===== config.mk =====
export PLATFORM = sky130hd
export DESIGN_NAME = iod_delay_line_ctrl_flat
export DESIGN_NICKNAME = d
export VERILOG_FILES = /design/src/rtl/iod_dly_pkg.sv /design/src/rtl/iod_delay_line_ctrl_if.sv /design/src/rtl/iod_dly_pos_bank.sv /design/src/rtl/iod_delay_line_ctrl.sv /design/src/flat_wrapper.sv
export SDC_FILE = /design/constraint.sdc
export NUM_CORES = 1
export LEC_CHECK = 0
export BUFFER_PORTS_ARGS = -buffer_cell sky130_fd_sc_hd__buf_4
export CAP_MARGIN = 15
export CORE_ASPECT_RATIO = 1.2
export CORE_UTILIZATION = 55
export CTS_CLUSTER_DIAMETER = 120
export DETAILED_ROUTE_END_ITERATION = 16
export PLACE_DENSITY = 0.89
export SYNTH_ARGS = -nofsm -noshare
export SYNTH_HDL_FRONTEND = slang
export SYNTH_SLANG_ARGS = --single-unit

===== constraint.sdc =====
create_clock -name FAB_CLK -period 3.4 [get_ports FAB_CLK]
set_clock_uncertainty 0.15 [all_clocks]
set_input_delay 0.34 -clock FAB_CLK [delete_from_list [all_inputs] [get_ports FAB_CLK]]
set_output_delay 0.34 -clock FAB_CLK [all_outputs]
set_load 0.05 [all_outputs]

===== src/rtl/iod_dly_pkg.sv =====
// iod_dly_pkg: shared op, status and sequencer state encodings for the IOD delay-line controller
package iod_dly_pkg;
  typedef enum logic [1:0] {OP_LOAD, OP_INC, OP_DEC, OP_RSVD} op_e;
  typedef enum logic [1:0] {ST_OK, ST_RANGE, ST_BAD_CMD} status_e;
  typedef enum logic [2:0] {S_IDLE, S_CHECK, S_SETUP, S_MOVE, S_GAP, S_LOAD, S_DONE} state_e;
endpackage


===== src/rtl/iod_delay_line_ctrl_if.sv =====
// iod_delay_line_ctrl_if: command/response port between training logic and the delay-line sequencer
interface iod_delay_line_ctrl_if #(
  parameter int NUM_LANES = 8,
  parameter int TAP_W = 7
);
  localparam int LANE_W = $clog2(NUM_LANES);
  logic cmd_valid;
  logic cmd_ready;
  logic [1:0] cmd_op;
  logic [LANE_W-1:0] cmd_lane;
  logic [TAP_W-1:0] cmd_count;
  logic rsp_valid;
  logic [1:0] rsp_status;
  logic [TAP_W-1:0] rsp_taps;
  logic busy;
  modport master(output cmd_valid, cmd_op, cmd_lane, cmd_count,
                 input cmd_ready, rsp_valid, rsp_status, rsp_taps, busy);
  modport slave(input cmd_valid, cmd_op, cmd_lane, cmd_count,
                output cmd_ready, rsp_valid, rsp_status, rsp_taps, busy);
endinterface


===== src/rtl/iod_dly_pos_bank.sv =====
// iod_dly_pos_bank: per-lane tap position registers with limit flags for the selected lane
module iod_dly_pos_bank #(
  parameter int NUM_LANES = 8,
  parameter int TAP_W = 7,
  parameter int TAP_MAX = 127,
  parameter int INIT_TAP = 1,
  parameter int LANE_W = $clog2(NUM_LANES)
) (
  input  logic clk,
  input  logic rst_n,
  input  logic restore,
  input  logic step,
  input  logic up,
  input  logic [LANE_W-1:0] sel,
  output logic [NUM_LANES*TAP_W-1:0] pos_flat,
  output logic [TAP_W-1:0] sel_pos,
  output logic at_max,
  output logic at_zero
);
  logic [TAP_W-1:0] pos [NUM_LANES];
  always_ff @(posedge clk or negedge rst_n)
    if (!rst_n) for (int i = 0; i < NUM_LANES; i++) pos[i] <= TAP_W'(INIT_TAP);
    else if (restore) pos[sel] <= TAP_W'(INIT_TAP);
    else if (step) pos[sel] <= up ? pos[sel] + 1'b1 : pos[sel] - 1'b1;
  for (genvar i = 0; i < NUM_LANES; i++) begin : g_pos
    assign pos_flat[i*TAP_W +: TAP_W] = pos[i];
  end
  assign sel_pos = pos[sel];
  assign at_max = sel_pos == TAP_W'(TAP_MAX);
  assign at_zero = sel_pos == '0;
endmodule


===== src/rtl/iod_delay_line_ctrl.sv =====
// iod_delay_line_ctrl: sequences LOAD/INC/DEC-by-N commands into spaced per-lane IOD delay-line pulses
module iod_delay_line_ctrl
  import iod_dly_pkg::*;
#(
  parameter int NUM_LANES = 8,
  parameter int TAP_W = 7,
  parameter int TAP_MAX = 127,
  parameter int INIT_TAP = 1,
  parameter int GAP_CYCLES = 4
) (
  input  logic FAB_CLK,
  input  logic ARST_N,
  iod_delay_line_ctrl_if.slave cmd,
  output logic [NUM_LANES*TAP_W-1:0] TAP_POS,
  output logic [NUM_LANES-1:0] DELAY_LINE_MOVE,
  output logic [NUM_LANES-1:0] DELAY_LINE_DIRECTION,
  output logic [NUM_LANES-1:0] DELAY_LINE_LOAD,
  input  logic [NUM_LANES-1:0] DELAY_LINE_OUT_OF_RANGE
);
  localparam int LANE_W = $clog2(NUM_LANES);
  localparam int GW = $clog2(GAP_CYCLES);
  state_e state, nxt;
  status_e st_nxt;
  op_e op_q;
  logic [LANE_W-1:0] lane_q;
  logic [TAP_W-1:0] cnt_q, moved, moved_nxt, sel_pos;
  logic [GW-1:0] gap;
  logic [NUM_LANES-1:0] oor_q, lane_hot;
  logic accept, inc, at_max, at_zero, blocked, edge_hit, gap_last, step, restore;
  assign accept = state == S_IDLE && cmd.cmd_valid && cmd.cmd_ready;
  assign inc = op_q == OP_INC;
  assign blocked = inc ? at_max : at_zero;
  // the step taken this cycle lands on the limit, so the next move's pre-check must fail
  assign edge_hit = inc ? sel_pos == TAP_W'(TAP_MAX - 1) : sel_pos == TAP_W'(1);
  assign gap_last = gap == '0;
  assign lane_hot = NUM_LANES'(1) << lane_q;
  iod_dly_pos_bank #(
    .NUM_LANES(NUM_LANES), .TAP_W(TAP_W), .TAP_MAX(TAP_MAX), .INIT_TAP(INIT_TAP), .LANE_W(LANE_W)
  ) u_bank (
    .clk(FAB_CLK), .rst_n(ARST_N), .restore(restore), .step(step), .up(inc), .sel(lane_q),
    .pos_flat(TAP_POS), .sel_pos(sel_pos), .at_max(at_max), .at_zero(at_zero)
  );
  always_comb begin
    nxt = state;
    st_nxt = ST_OK;
    moved_nxt = moved;
    step = 1'b0;
    restore = 1'b0;
    case (state)
      S_IDLE: nxt = accept ? S_CHECK : S_IDLE;
      S_CHECK: begin
        if (op_q == OP_RSVD || int'(lane_q) >= NUM_LANES) begin
          nxt = S_DONE;
          st_nxt = ST_BAD_CMD;
        end else if (op_q == OP_LOAD) nxt = S_LOAD;
        else nxt = cnt_q == '0 ? S_DONE : S_SETUP;
      end
      S_SETUP: begin
        nxt = blocked ? S_DONE : S_MOVE;
        st_nxt = blocked ? ST_RANGE : ST_OK;
      end
      S_MOVE, S_LOAD: nxt = S_GAP;
      S_GAP: if (gap_last) begin
        if (op_q == OP_LOAD) begin
          restore = 1'b1;
          nxt = S_DONE;
        end else if (oor_q[lane_q]) begin
          nxt = S_DONE;
          st_nxt = ST_RANGE;
        end else begin
          step = 1'b1;
          moved_nxt = moved + 1'b1;
          nxt = (moved_nxt == cnt_q || edge_hit) ? S_DONE : S_MOVE;
          st_nxt = (moved_nxt != cnt_q && edge_hit) ? ST_RANGE : ST_OK;
        end
      end
      default: nxt = S_IDLE;
    endcase
  end
  always_ff @(posedge FAB_CLK or negedge ARST_N)
    if (!ARST_N) begin
      state <= S_IDLE;
      op_q <= OP_LOAD;
      lane_q <= '0;
      cnt_q <= '0;
      moved <= '0;
      gap <= '0;
      oor_q <= '0;
      cmd.cmd_ready <= 1'b0;
      cmd.busy <= 1'b0;
      cmd.rsp_valid <= 1'b0;
      cmd.rsp_status <= ST_OK;
      cmd.rsp_taps <= '0;
      DELAY_LINE_MOVE <= '0;
      DELAY_LINE_LOAD <= '0;
      DELAY_LINE_DIRECTION <= '0;
    end else begin
      state <= nxt;
      moved <= accept ? '0 : moved_nxt;
      if (accept) begin
        op_q <= op_e'(cmd.cmd_op);
        lane_q <= cmd.cmd_lane;
        cnt_q <= cmd.cmd_count;
      end
      gap <= state == S_GAP ? gap - 1'b1 : GW'(GAP_CYCLES - 1);
      oor_q <= DELAY_LINE_OUT_OF_RANGE;
      cmd.cmd_ready <= nxt == S_IDLE;
      cmd.busy <= nxt != S_IDLE;
      cmd.rsp_valid <= nxt == S_DONE;
      cmd.rsp_status <= nxt == S_DONE ? st_nxt : ST_OK;
      cmd.rsp_taps <= nxt == S_DONE ? moved_nxt : '0;
      DELAY_LINE_MOVE <= nxt == S_MOVE ? lane_hot : '0;
      DELAY_LINE_LOAD <= nxt == S_LOAD ? lane_hot : '0;
      if (nxt == S_SETUP) DELAY_LINE_DIRECTION[lane_q] <= inc;
    end
endmodule


===== src/flat_wrapper.sv =====
// flat-port wrapper written by rule: the top's interface ports become plain ports
module iod_delay_line_ctrl_flat import iod_dly_pkg::*;
#(
  parameter int NUM_LANES = 8,
  parameter int TAP_W = 7,
  parameter int TAP_MAX = 127,
  parameter int INIT_TAP = 1,
  parameter int GAP_CYCLES = 4
)
  (FAB_CLK, ARST_N, TAP_POS, DELAY_LINE_MOVE, DELAY_LINE_DIRECTION, DELAY_LINE_LOAD, DELAY_LINE_OUT_OF_RANGE, cmd_cmd_valid, cmd_cmd_op, cmd_cmd_lane, cmd_cmd_count, cmd_cmd_ready, cmd_rsp_valid, cmd_rsp_status, cmd_rsp_taps, cmd_busy);
  iod_delay_line_ctrl_if #(.NUM_LANES(NUM_LANES), .TAP_W(TAP_W)) cmd_i ();
  input  logic FAB_CLK;
  input  logic ARST_N;
  output logic [NUM_LANES*TAP_W-1:0] TAP_POS;
  output logic [NUM_LANES-1:0] DELAY_LINE_MOVE;
  output logic [NUM_LANES-1:0] DELAY_LINE_DIRECTION;
  output logic [NUM_LANES-1:0] DELAY_LINE_LOAD;
  input  logic [NUM_LANES-1:0] DELAY_LINE_OUT_OF_RANGE;
  input wire logic [$bits(cmd_i.cmd_valid)-1:0] cmd_cmd_valid;
  input wire logic [$bits(cmd_i.cmd_op)-1:0] cmd_cmd_op;
  input wire logic [$bits(cmd_i.cmd_lane)-1:0] cmd_cmd_lane;
  input wire logic [$bits(cmd_i.cmd_count)-1:0] cmd_cmd_count;
  output wire logic [$bits(cmd_i.cmd_ready)-1:0] cmd_cmd_ready;
  output wire logic [$bits(cmd_i.rsp_valid)-1:0] cmd_rsp_valid;
  output wire logic [$bits(cmd_i.rsp_status)-1:0] cmd_rsp_status;
  output wire logic [$bits(cmd_i.rsp_taps)-1:0] cmd_rsp_taps;
  output wire logic [$bits(cmd_i.busy)-1:0] cmd_busy;
  assign cmd_i.cmd_valid = cmd_cmd_valid;
  assign cmd_i.cmd_op = cmd_cmd_op;
  assign cmd_i.cmd_lane = cmd_cmd_lane;
  assign cmd_i.cmd_count = cmd_cmd_count;
  assign cmd_cmd_ready = cmd_i.cmd_ready;
  assign cmd_rsp_valid = cmd_i.rsp_valid;
  assign cmd_rsp_status = cmd_i.rsp_status;
  assign cmd_rsp_taps = cmd_i.rsp_taps;
  assign cmd_busy = cmd_i.busy;
  iod_delay_line_ctrl #(.NUM_LANES(NUM_LANES), .TAP_W(TAP_W), .TAP_MAX(TAP_MAX), .INIT_TAP(INIT_TAP), .GAP_CYCLES(GAP_CYCLES)) u_core (.FAB_CLK(FAB_CLK), .ARST_N(ARST_N), .cmd(cmd_i), .TAP_POS(TAP_POS), .DELAY_LINE_MOVE(DELAY_LINE_MOVE), .DELAY_LINE_DIRECTION(DELAY_LINE_DIRECTION), .DELAY_LINE_LOAD(DELAY_LINE_LOAD), .DELAY_LINE_OUT_OF_RANGE(DELAY_LINE_OUT_OF_RANGE));
endmodule

==> results by stage, run 1 <==
Global routing:
- The maximum number of pins on one net before global-route repair is 65.
- The via count of the first global-routing pass was 4761.
- The number of antenna violations at the first check in global routing is 0.
- The first global-routing pass estimated 23.6 mm of wire.
- The overall fraction of global-route tracks in use is 29.3%.
- The total grt overflow is 0.

Die:
- The starting density of the core is 56.9%.
- After floorplanning, the core was divided into 40 placement rows.
- The floorplan step defined a die boundary enclosing 0.0109 mm².
- In this run the vertical extent of the chip is 114 µm.
- The floorplan die width is 95.4 µm.
- The number of top-level pins is 115.
- The core outline area is 0.0101 mm².

Cells and area:
- Relative to the synthesized area, the layout overhead comes to 27.8%.
- The most common cell after layout, fill and taps aside is sky130_fd_sc_hd__buf_4.
- The layout cell share with drive strength beyond 1 is 30.8%.
- At the end of the flow, the number of nets in the layout was 683.
- 0 antenna diodes ended up in the layout.
- Cells fill 72.7% of the core in the end.
- Leaving out fill and tap cells, the most frequent cells in the layout are sky130_fd_sc_hd__buf_4, sky130_fd_sc_hd__dfrtp_1, sky130_fd_sc_hd__nand2_1.

Worst setup path:
- The startpoint identified for the worst register-to-register timing path is u_core.lane_q[0]$_DFFE_PN0P_.
- The termination of the worst setup path is u_core.u_bank.pos_flat[27]$_DFFE_PN0P_.
- The sum of buffers and inverters on the critical path is 2.
- The endpoint type of the worst setup path is a flip-flop.
- The worst register-to-register path has a setup slack of 0.29 ns.
- The highest net fanout along the worst path is 22.
- The endpoint identified for the worst register-to-register timing path is u_core.u_bank.pos_flat[27]$_DFFE_PN0P_.
- Walking the worst path, the cells encountered are buf_12, mux4_2, mux2i_4, inv_1, ha_1, nand2_1, nor3b_1, and3_1, a31oi_2, xnor2_2, o31ai_1.
- In this run the worst setup path begins at u_core.lane_q[0]$_DFFE_PN0P_.
- For the worst setup path, the data required time is 3.56 ns.
- Data arrives at the worst endpoint at 3.27 ns.
- The delay of the slowest cell on the worst path is 0.55 ns.
- The gate family responsible for the most delay along the worst path is multiplexers.
- Counting cells, the worst reg-to-reg path comes to 11.
- The critical path crosses 11 cells after its start point.
- The slowest stage of the critical path is the sky130_fd_sc_hd__mux4_2 cell.
- The critical path in this run is classified as flip-flop to flip-flop.
- The nature of the critical path startpoint is a flip-flop.

Clocking:
- The clock drives 124 sinks.
- The deepest clock path buffer count is 2.
- The clock reaches the later pin of the worst-skew pair after 0.41 ns.
- The total number of H-tree levels is 4.
- The TritonCTS clock tree is done.
- The number of buffers inserted during clock tree synthesis is 17.
- The clock slew seen by the registers of the worst setup and hold paths is 0.05 ns.
- The clock root buffer is sky130_fd_sc_hd__clkbuf_16.
- Gates resized during post-CTS repair numbered 0.

Logic synthesis:
- The synthesized design spends more area on one cell type than any other, namely sky130_fd_sc_hd__dfrtp_1.
- The sequential fraction of the synthesis area is 54.1%.
- The fraction of registers with async set/reset is 100%.
- In this run, synthesis produced a sequential element count of 124.
- Yosys printed 0 warnings.
- In this run, synthesis inferred 0 flip-flops with an integrated enable.
- The mapped netlist covers 0.00575 mm².
- In the synthesized netlist, the number of instances is 527.
- The share of Yosys cell area claimed by the top area cell type is 50.5%.
- The number of nets handed over by synthesis was 557.
- The most used flip-flop cell after synthesis is sky130_fd_sc_hd__dfrtp_1.
- The mean instance size in the synthesized netlist is 10.9 µm².
- In the post-synthesis netlist, the biggest area contributors are sky130_fd_sc_hd__dfrtp_1, sky130_fd_sc_hd__nand2_1, sky130_fd_sc_hd__mux4_2, sky130_fd_sc_hd__dfstp_2, sky130_fd_sc_hd__o21ai_0.
- The number of distinct standard cells referenced by the synthesized netlist is 64.

Timing:
- The timing-limited maximum frequency is 321 MHz.
- The final setup TNS is 0 ns.
- Across all setup checks in the final design, the least slack found is 0.285 ns.
- After layout, the worst path uses 91.6% of the clock period.
- The total of endpoints with negative setup slack in the final report is 0.
- At the pin with the least slew margin, the transition time is 0.749 ns.
- The total count of max-transition violations in the final report is 0.
- The final-report hold violation count is 0.
- Setup repair after global routing left no endpoint under its margin.
- The worst path needs 3.11 ns of the cycle, external delays included.
- The max-slew headroom at the worst pin is 50.1%.

Status:
- The flow ran to the end, and the final reports show no timing, DRC or antenna violations.

Power:
- Across the VDD grid, the largest voltage drop is 0.477 mV.
- The leakage dissipation is 0.00341 µW.
- The total power divided by cell area is 822 mW/mm².

Placement:
- Buffers placed on the I/O ports in this run total 114.
- Detailed placement finished with a half-perimeter wire length of 10.4 mm.
- Routability-driven placement finished with a final weighted congestion of 0.863.
- At the placement stage, the worst setup path has a slack of 0.290 ns.

Route:
- The count of antenna-violating nets left after detailed routing is 0.
- Wires add up to 14.8 mm.
- Across all layers, the routed design uses 4695 vias.
- In this run, the number of DRC markers left after iteration 0 of detailed routing was 353.
- For this run, design rule violations remaining after detail routing come to 0.
- The first TritonRoute pass finished after 5 iterations.
- The routed via count divided by cell count is 5.93.
- The average wire length per cell after detail routing is 18.6 µm.

Worst hold path:
- The path type of the worst min-delay path is primary input to flip-flop.
- The beginning of the worst hold path is cmd_cmd_count[5].

Flow run:
- The number of max-cap violations is 0.
## worst min-delay path by stage
stage | to | cells after the start
after detailed placement | u_core.oor_q[3]$_DFF_PN0_ | 1
after global routing | u_core.cnt_q[2]$_DFFE_PN0P_ | 2
final | u_core.cnt_q[5]$_DFFE_PN0P_ | 2
after CTS | u_core.cnt_q[5]$_DFFE_PN0P_ | 2
after global placement | u_core.gap[0]$_DFF_PN0_ | 1
after floorplan | u_core.DELAY_LINE_DIRECTION[0]$_DFFE_PN0P_ | 0
## cell usage after synthesis, drive strengths merged, types with 5 or more instances
| library cell | n |
|---|---|
| dfrtp | 116 |
| nand2 | 83 |
| o21ai | 55 |
| nor2 | 50 |
| o31ai | 21 |
| inv | 17 |
| mux2 | 17 |
| clkbuf | 15 |
| nand3 | 12 |
| xnor2 | 12 |
| buf | 10 |
| mux4 | 10 |
| dfstp | 8 |
| mux2i | 8 |
| xor2 | 8 |
| ha | 7 |
| a21oi | 6 |
| and3 | 5 |
| nand2b | 5 |
| nor3 | 5 |
| o22ai | 5 |
## through the flow
step	total power (µW)	std cells	instance area (µm²)	hold WS, ns
4_1_cts	6040	792	7350	0.00141
5_1_grt	6330	792	7350	0.00757
3_5_place_dp	4390	751	6730	0.301
3_3_place_gp	4310	751	6730	0.266
2_1_floorplan	3760	527	5750	-0.106
6_report	6040	792	7350	0.0109
## logic make-up (layout without fill, tap and decap cells)
logic type      Yosys count  in the layout  share of synthesized area [%]
fa+ha+maj                 7              7                           1.52
mux                      35             35                           9.07
xor+xnor                 20             20                           3.18
simple gates            189            189                           15.4
compound gates          110            110                           13.1
buf+inv                  42            181                           3.57
flops                   124            124                           54.1
## area by class of cell
type | count | area [µm²]
Timing Repair Buffer | 132 | 1050
Multi-Input combinational cell | 361 | 2430
Clock buffer | 28 | 487
Fill cell | 694 | 2760
Sequential cell | 124 | 3110
Clock inverter | 4 | 45.0
Tap cell | 126 | 158
Inverter | 17 | 63.8
## sequential cells by signal, summed over array words and instances, names as in the netlist, 3 cells and up
| signal | flops |
|---|---|
| u_core.DELAY_LINE_DIRECTION | 8 |
| u_core.DELAY_LINE_LOAD | 8 |
| u_core.DELAY_LINE_MOVE | 8 |
| u_core.cmd.rsp_taps | 7 |
| u_core.cnt_q | 7 |
| u_core.lane_q | 3 |
| u_core.moved | 7 |
| u_core.oor_q | 8 |
| u_core.state | 3 |
| u_core.u_bank.pos_flat | 56 |
## where the power goes
part / total [µW] / internal [µW] / leakage [µW] / switching, µW
logic: 2460 / 885 / 0.00154 / 1570
registers: 1950 / 1720 / 0.00162 / 229
clock network: 1640 / 1040 / 0.000260 / 599
total: 6040 / 3640 / 0.00341 / 2400
## metal layers
layer | routed length [µm] | GRT usage (%)
met5 | 0 | 0
met4 | 493 | 16.7
met3 | 1000 | 5.47
met2 | 7640 | 48.3
met1 | 5630 | 35.8
## worst register-to-register path: cells and delay by family (launching register included)
| kind | cells | cell delay, ns |
|---|---|---|
| flops | 1 | 0.46 |
| fa+ha+maj | 1 | 0.21 |
| mux | 2 | 0.86 |
| buf+inv | 2 | 0.34 |
| compound gates | 2 | 0.45 |
| xor+xnor | 1 | 0.18 |
| simple gates | 3 | 0.37 |
## repair_timing
item	CTS	global route
buffers inserted	0	0
endpoints found under the hold margin	64	0
hold buffers	9	0
endpoints found under the setup margin	0	0
(Power assumes the default switching activity.)
==> inputs of run 2 (changes only) <==
--- a/config.mk
+++ b/config.mk
@@ -12,6 +12,7 @@
 export CTS_CLUSTER_DIAMETER = 120
 export DETAILED_ROUTE_END_ITERATION = 16
 export PLACE_DENSITY = 0.89
+export RECOVER_POWER = 50
 export SYNTH_ARGS = -nofsm -noshare
 export SYNTH_HDL_FRONTEND = slang
 export SYNTH_SLANG_ARGS = --single-unit
==> constraint.sdc (replaced) <==
create_clock -name FAB_CLK -period 3.36 [get_ports FAB_CLK]
set_clock_uncertainty 0.15 [all_clocks]
set_input_delay 0.336 -clock FAB_CLK [delete_from_list [all_inputs] [get_ports FAB_CLK]]
set_output_delay 0.336 -clock FAB_CLK [all_outputs]
set_load 0.05 [all_outputs]
==> results by stage, run 2 (synthesized netlist as in run 1, its figures left out) <==
Status:
- Result of the run: finished, final reports clean (unchanged).

Worst setup path:
- The nature of the critical path startpoint is a flip-flop (unchanged).
- Cells along the critical path: buf_12, mux4_2, mux2i_1, buf_4, inv_1, ha_1, nand2_1, nor3b_1, and3_1, a31oi_2, xnor2_2, o31ai_1 (was buf_12, mux4_2, mux2i_4, inv_1, ha_1, nand2_1, nor3b_1, and3_1, a31oi_2, xnor2_2, o31ai_1).
- The data arrival time at the worst-slack endpoint is 3.27 ns (about the same).
- The number of cell instances on the worst register-to-register path was 12 (was 11).
- The category of the most critical setup path is flip-flop to flip-flop (unchanged).
- The delay of the slowest cell on the worst path is 0.50 ns (was 0.55 ns).
- The launching instance or port of the critical path is u_core.lane_q[0]$_DFFE_PN0P_ (unchanged).
- The gate family responsible for the most delay along the worst path is multiplexers (unchanged).
- The reg-to-reg critical path endpoint is u_core.u_bank.pos_flat[55]$_DFFE_PN0P_ (was u_core.u_bank.pos_flat[27]$_DFFE_PN0P_).
- The endpoint type of the worst setup path is a flip-flop (unchanged).
- The critical path required time was 3.51 ns (was 3.56 ns).
- The highest net fanout along the worst path is 22 (unchanged).
- The reg-to-reg startpoint is u_core.lane_q[0]$_DFFE_PN0P_ (unchanged).
- The library cell contributing the largest single delay on the critical path is sky130_fd_sc_hd__mux4_2 (unchanged).
- The slack of the worst reg-to-reg path is 0.24 ns (was 0.29 ns).
- The sum of buffers and inverters on the critical path is 3 (was 2).

Global routing:
- The wire length of the first global-routing pass is 24.7 mm (was 23.6 mm).
- The via count of the first global-routing pass came to 4963 (was 4761).
- The maximum number of pins on one net before global-route repair was 59 (was 65).
- The overall fraction of global-route tracks in use was 30.6% (was 29.3%).
- The number of antenna violations at the first check in global routing is 0 (unchanged).
- The total grt overflow is 0 (unchanged).

Power:
- The leakage dissipation came to 0.00318 µW (was 0.00341 µW).
- The maximum vdd ir drop is 0.456 mV (was 0.477 mV).
- The total power divided by cell area is 861 mW/mm² (was 822 mW/mm²).

Cells and area:
- The layout cell share with drive strength beyond 1 came to 20.9% (was 30.8%).
- The most common cell after layout, fill and taps aside is sky130_fd_sc_hd__dfrtp_1 (was sky130_fd_sc_hd__buf_4).
- The growth of design area from synthesis to finish is 25.3% (was 27.8%).
- The number of flip-flops under the largest register name was 56 (unchanged).
- The number of antenna diodes was 0 (unchanged).
- The final standard cell area without fillers is 0.00721 mm² (was 0.00735 mm²).
- Most used cells in the layout excluding fill and tap cells: sky130_fd_sc_hd__dfrtp_1, sky130_fd_sc_hd__nand2_1, sky130_fd_sc_hd__clkbuf_1 (was sky130_fd_sc_hd__buf_4, sky130_fd_sc_hd__dfrtp_1, sky130_fd_sc_hd__nand2_1).
- The final net count is 692 (was 683).

Flow run:
- The number of max-cap violations is 0 (unchanged).

Die:
- The starting density of the core is 56.9% (unchanged).
- The chip height is 114 µm (unchanged).
- The number of top-level pins came to 115 (unchanged).
- The count of standard-cell rows is 40 (unchanged).
- The area of the die came to 0.0109 mm² (unchanged).
- The floorplan die width was 95.4 µm (unchanged).
- The core outline area was 0.0101 mm² (unchanged).

Route:
- The routed via count divided by cell count is 5.90 (was 5.93).
- The iteration-0 DRC count of the detailed router is 360 (was 353).
- The detailed-routing iteration count for the pre-antenna-repair pass is 5 (unchanged).
- The total wirelength of the detailed-routed design is 15.3 mm (was 14.8 mm).
- The count of antenna-violating nets left after detailed routing is 0 (unchanged).
- The detailed-route DRC error count was 0 (unchanged).
- The total via count after detailed routing is 4726 (was 4695).
- The average wire length per cell after detail routing is 19.1 µm (was 18.6 µm).

Worst hold path:
- The count of cells along the worst hold path is 2 (unchanged).
- The capture endpoint of the worst hold path is u_core.lane_q[0]$_DFFE_PN0P_ (was u_core.cnt_q[5]$_DFFE_PN0P_).
- The beginning of the worst hold path is cmd_cmd_lane[0] (was cmd_cmd_count[5]).
- The path type of the worst min-delay path is primary input to flip-flop (unchanged).

Timing:
- The max-slew headroom at the worst pin is 2.74% (was 50.1%).
- The final-report hold violation count was 0 (unchanged).
- The timing-limited maximum frequency is 321 MHz (about the same).
- The final setup TNS was 0 ns (unchanged).
- Setup repair after global routing missed its margin: no (unchanged).
- The post-route minimum period came to 3.12 ns (was 3.11 ns).
- The final worst-path cycle share was 92.8% (was 91.6%).
- The transition time at the pin with the least slew margin is 1.46 ns (was 0.749 ns).
- The total count of max-transition violations in the final report is 0 (unchanged).
- The total of endpoints with negative setup slack in the final report came to 0 (unchanged).

Clocking:
- The latest clock arrival within the worst-skew pair is 0.42 ns (was 0.41 ns).
- The total number of H-tree levels was 4 (unchanged).
- The clock slew seen by the registers of the worst setup and hold paths is 0.06 ns (was 0.05 ns).
- The TritonCTS clock tree is done (unchanged).
- The deepest clock path buffer count is 2 (unchanged).
- The clock root buffer was sky130_fd_sc_hd__clkbuf_16 (unchanged).
- The number of sinks driven by the clock tree is 124 (unchanged).
- The number of buffers inserted during clock tree synthesis came to 17 (unchanged).

Placement:
- The detailed-placement wirelength estimate is 10.5 mm (was 10.4 mm).
- The instance area at placement is 0.00674 mm² (was 0.00673 mm²).
- The final estimated routing congestion in global placement came to 0.877 (was 0.863).
- The count of input and output buffers is 114 (unchanged).
-- run 2: worst register-to-register path: stages, from the launching register on --
cell and delay (ns):
sky130_fd_sc_hd__dfrtp_1 0.46, sky130_fd_sc_hd__buf_12 0.22, sky130_fd_sc_hd__mux4_2 0.51, sky130_fd_sc_hd__mux2i_1 0.21, sky130_fd_sc_hd__buf_4 0.18, sky130_fd_sc_hd__inv_1 0.06
sky130_fd_sc_hd__ha_1 0.17, sky130_fd_sc_hd__nand2_1 0.09, sky130_fd_sc_hd__nor3b_1 0.07, sky130_fd_sc_hd__and3_1 0.20, sky130_fd_sc_hd__a31oi_2 0.19, sky130_fd_sc_hd__xnor2_2 0.19
sky130_fd_sc_hd__o31ai_1 0.29
-- run 2: worst max-delay path by stage --
| stage | slack (ns) | cells past startpoint | end |
|---|---|---|---|
| finish | 0.24 | 12 | u_core.u_bank.pos_flat[55]$_DFFE_PN0P_ |
| global route | 0.05 | 6 | u_core.u_bank.pos_flat[9]$_DFFE_PN0P_ |
| CTS | 0.25 | 12 | u_core.u_bank.pos_flat[55]$_DFFE_PN0P_ |
| detailed placement | 0.28 | 9 | u_core.DELAY_LINE_MOVE[0]$_DFF_PN0_ |
| global placement | 0.38 | 9 | u_core.DELAY_LINE_MOVE[7]$_DFF_PN0_ |
| floorplan | 0.56 | 10 | u_core.DELAY_LINE_MOVE[0]$_DFF_PN0_ |
-- run 2: final cells by class --
cell class                 count  area [µm²]
sequential                   124        3110
fill                         769        2900
multi-input combinational    361        2430
timing repair buffer         141         852
clock buffer                  26         509
tap                          126         158
clock inverter                 6        82.6
inverter                      17        63.8
-- run 2: metrics by stage --
stage          total power, µW  setup WS, ns  std cells  hold slack (ns)  util [%]
2_1_floorplan             3810         0.563        527           -0.110         -
3_3_place_gp              4360         0.376        754            0.109      66.7
3_5_place_dp              4430         0.284        754            0.118      66.7
4_1_cts                   6270         0.254        801          0.00425      74.0
5_1_grt                   6500        0.0504        801          0.00346      71.3
6_report                  6200         0.240        801           0.0103      71.3
-- run 2: what timing repair did --
action | in CTS | in global routing
hold endpoints to repair | 38 | 0
resized for setup | 0 | 0
buffers inserted | 0 | 0
hold buffers | 15 | 0
-- run 2: report_power, final --
group | switching (µW) | internal, µW | leakage (µW) | total (µW)
clock network | 635 | 1190 | 0.000290 | 1820
logic | 1590 | 811 | 0.00127 | 2400
registers | 247 | 1740 | 0.00162 | 1980
-- run 2: metal layers --
layer  part of all wire [%]  vias to the layer above  track usage (%)
met5                      0                        -                0
met4                    3.9                        0             17.7
met3                    7.7                       51             7.27
met2                     51                      256             50.3
met1                     38                     2298             36.3
li1                       -                     2121                -
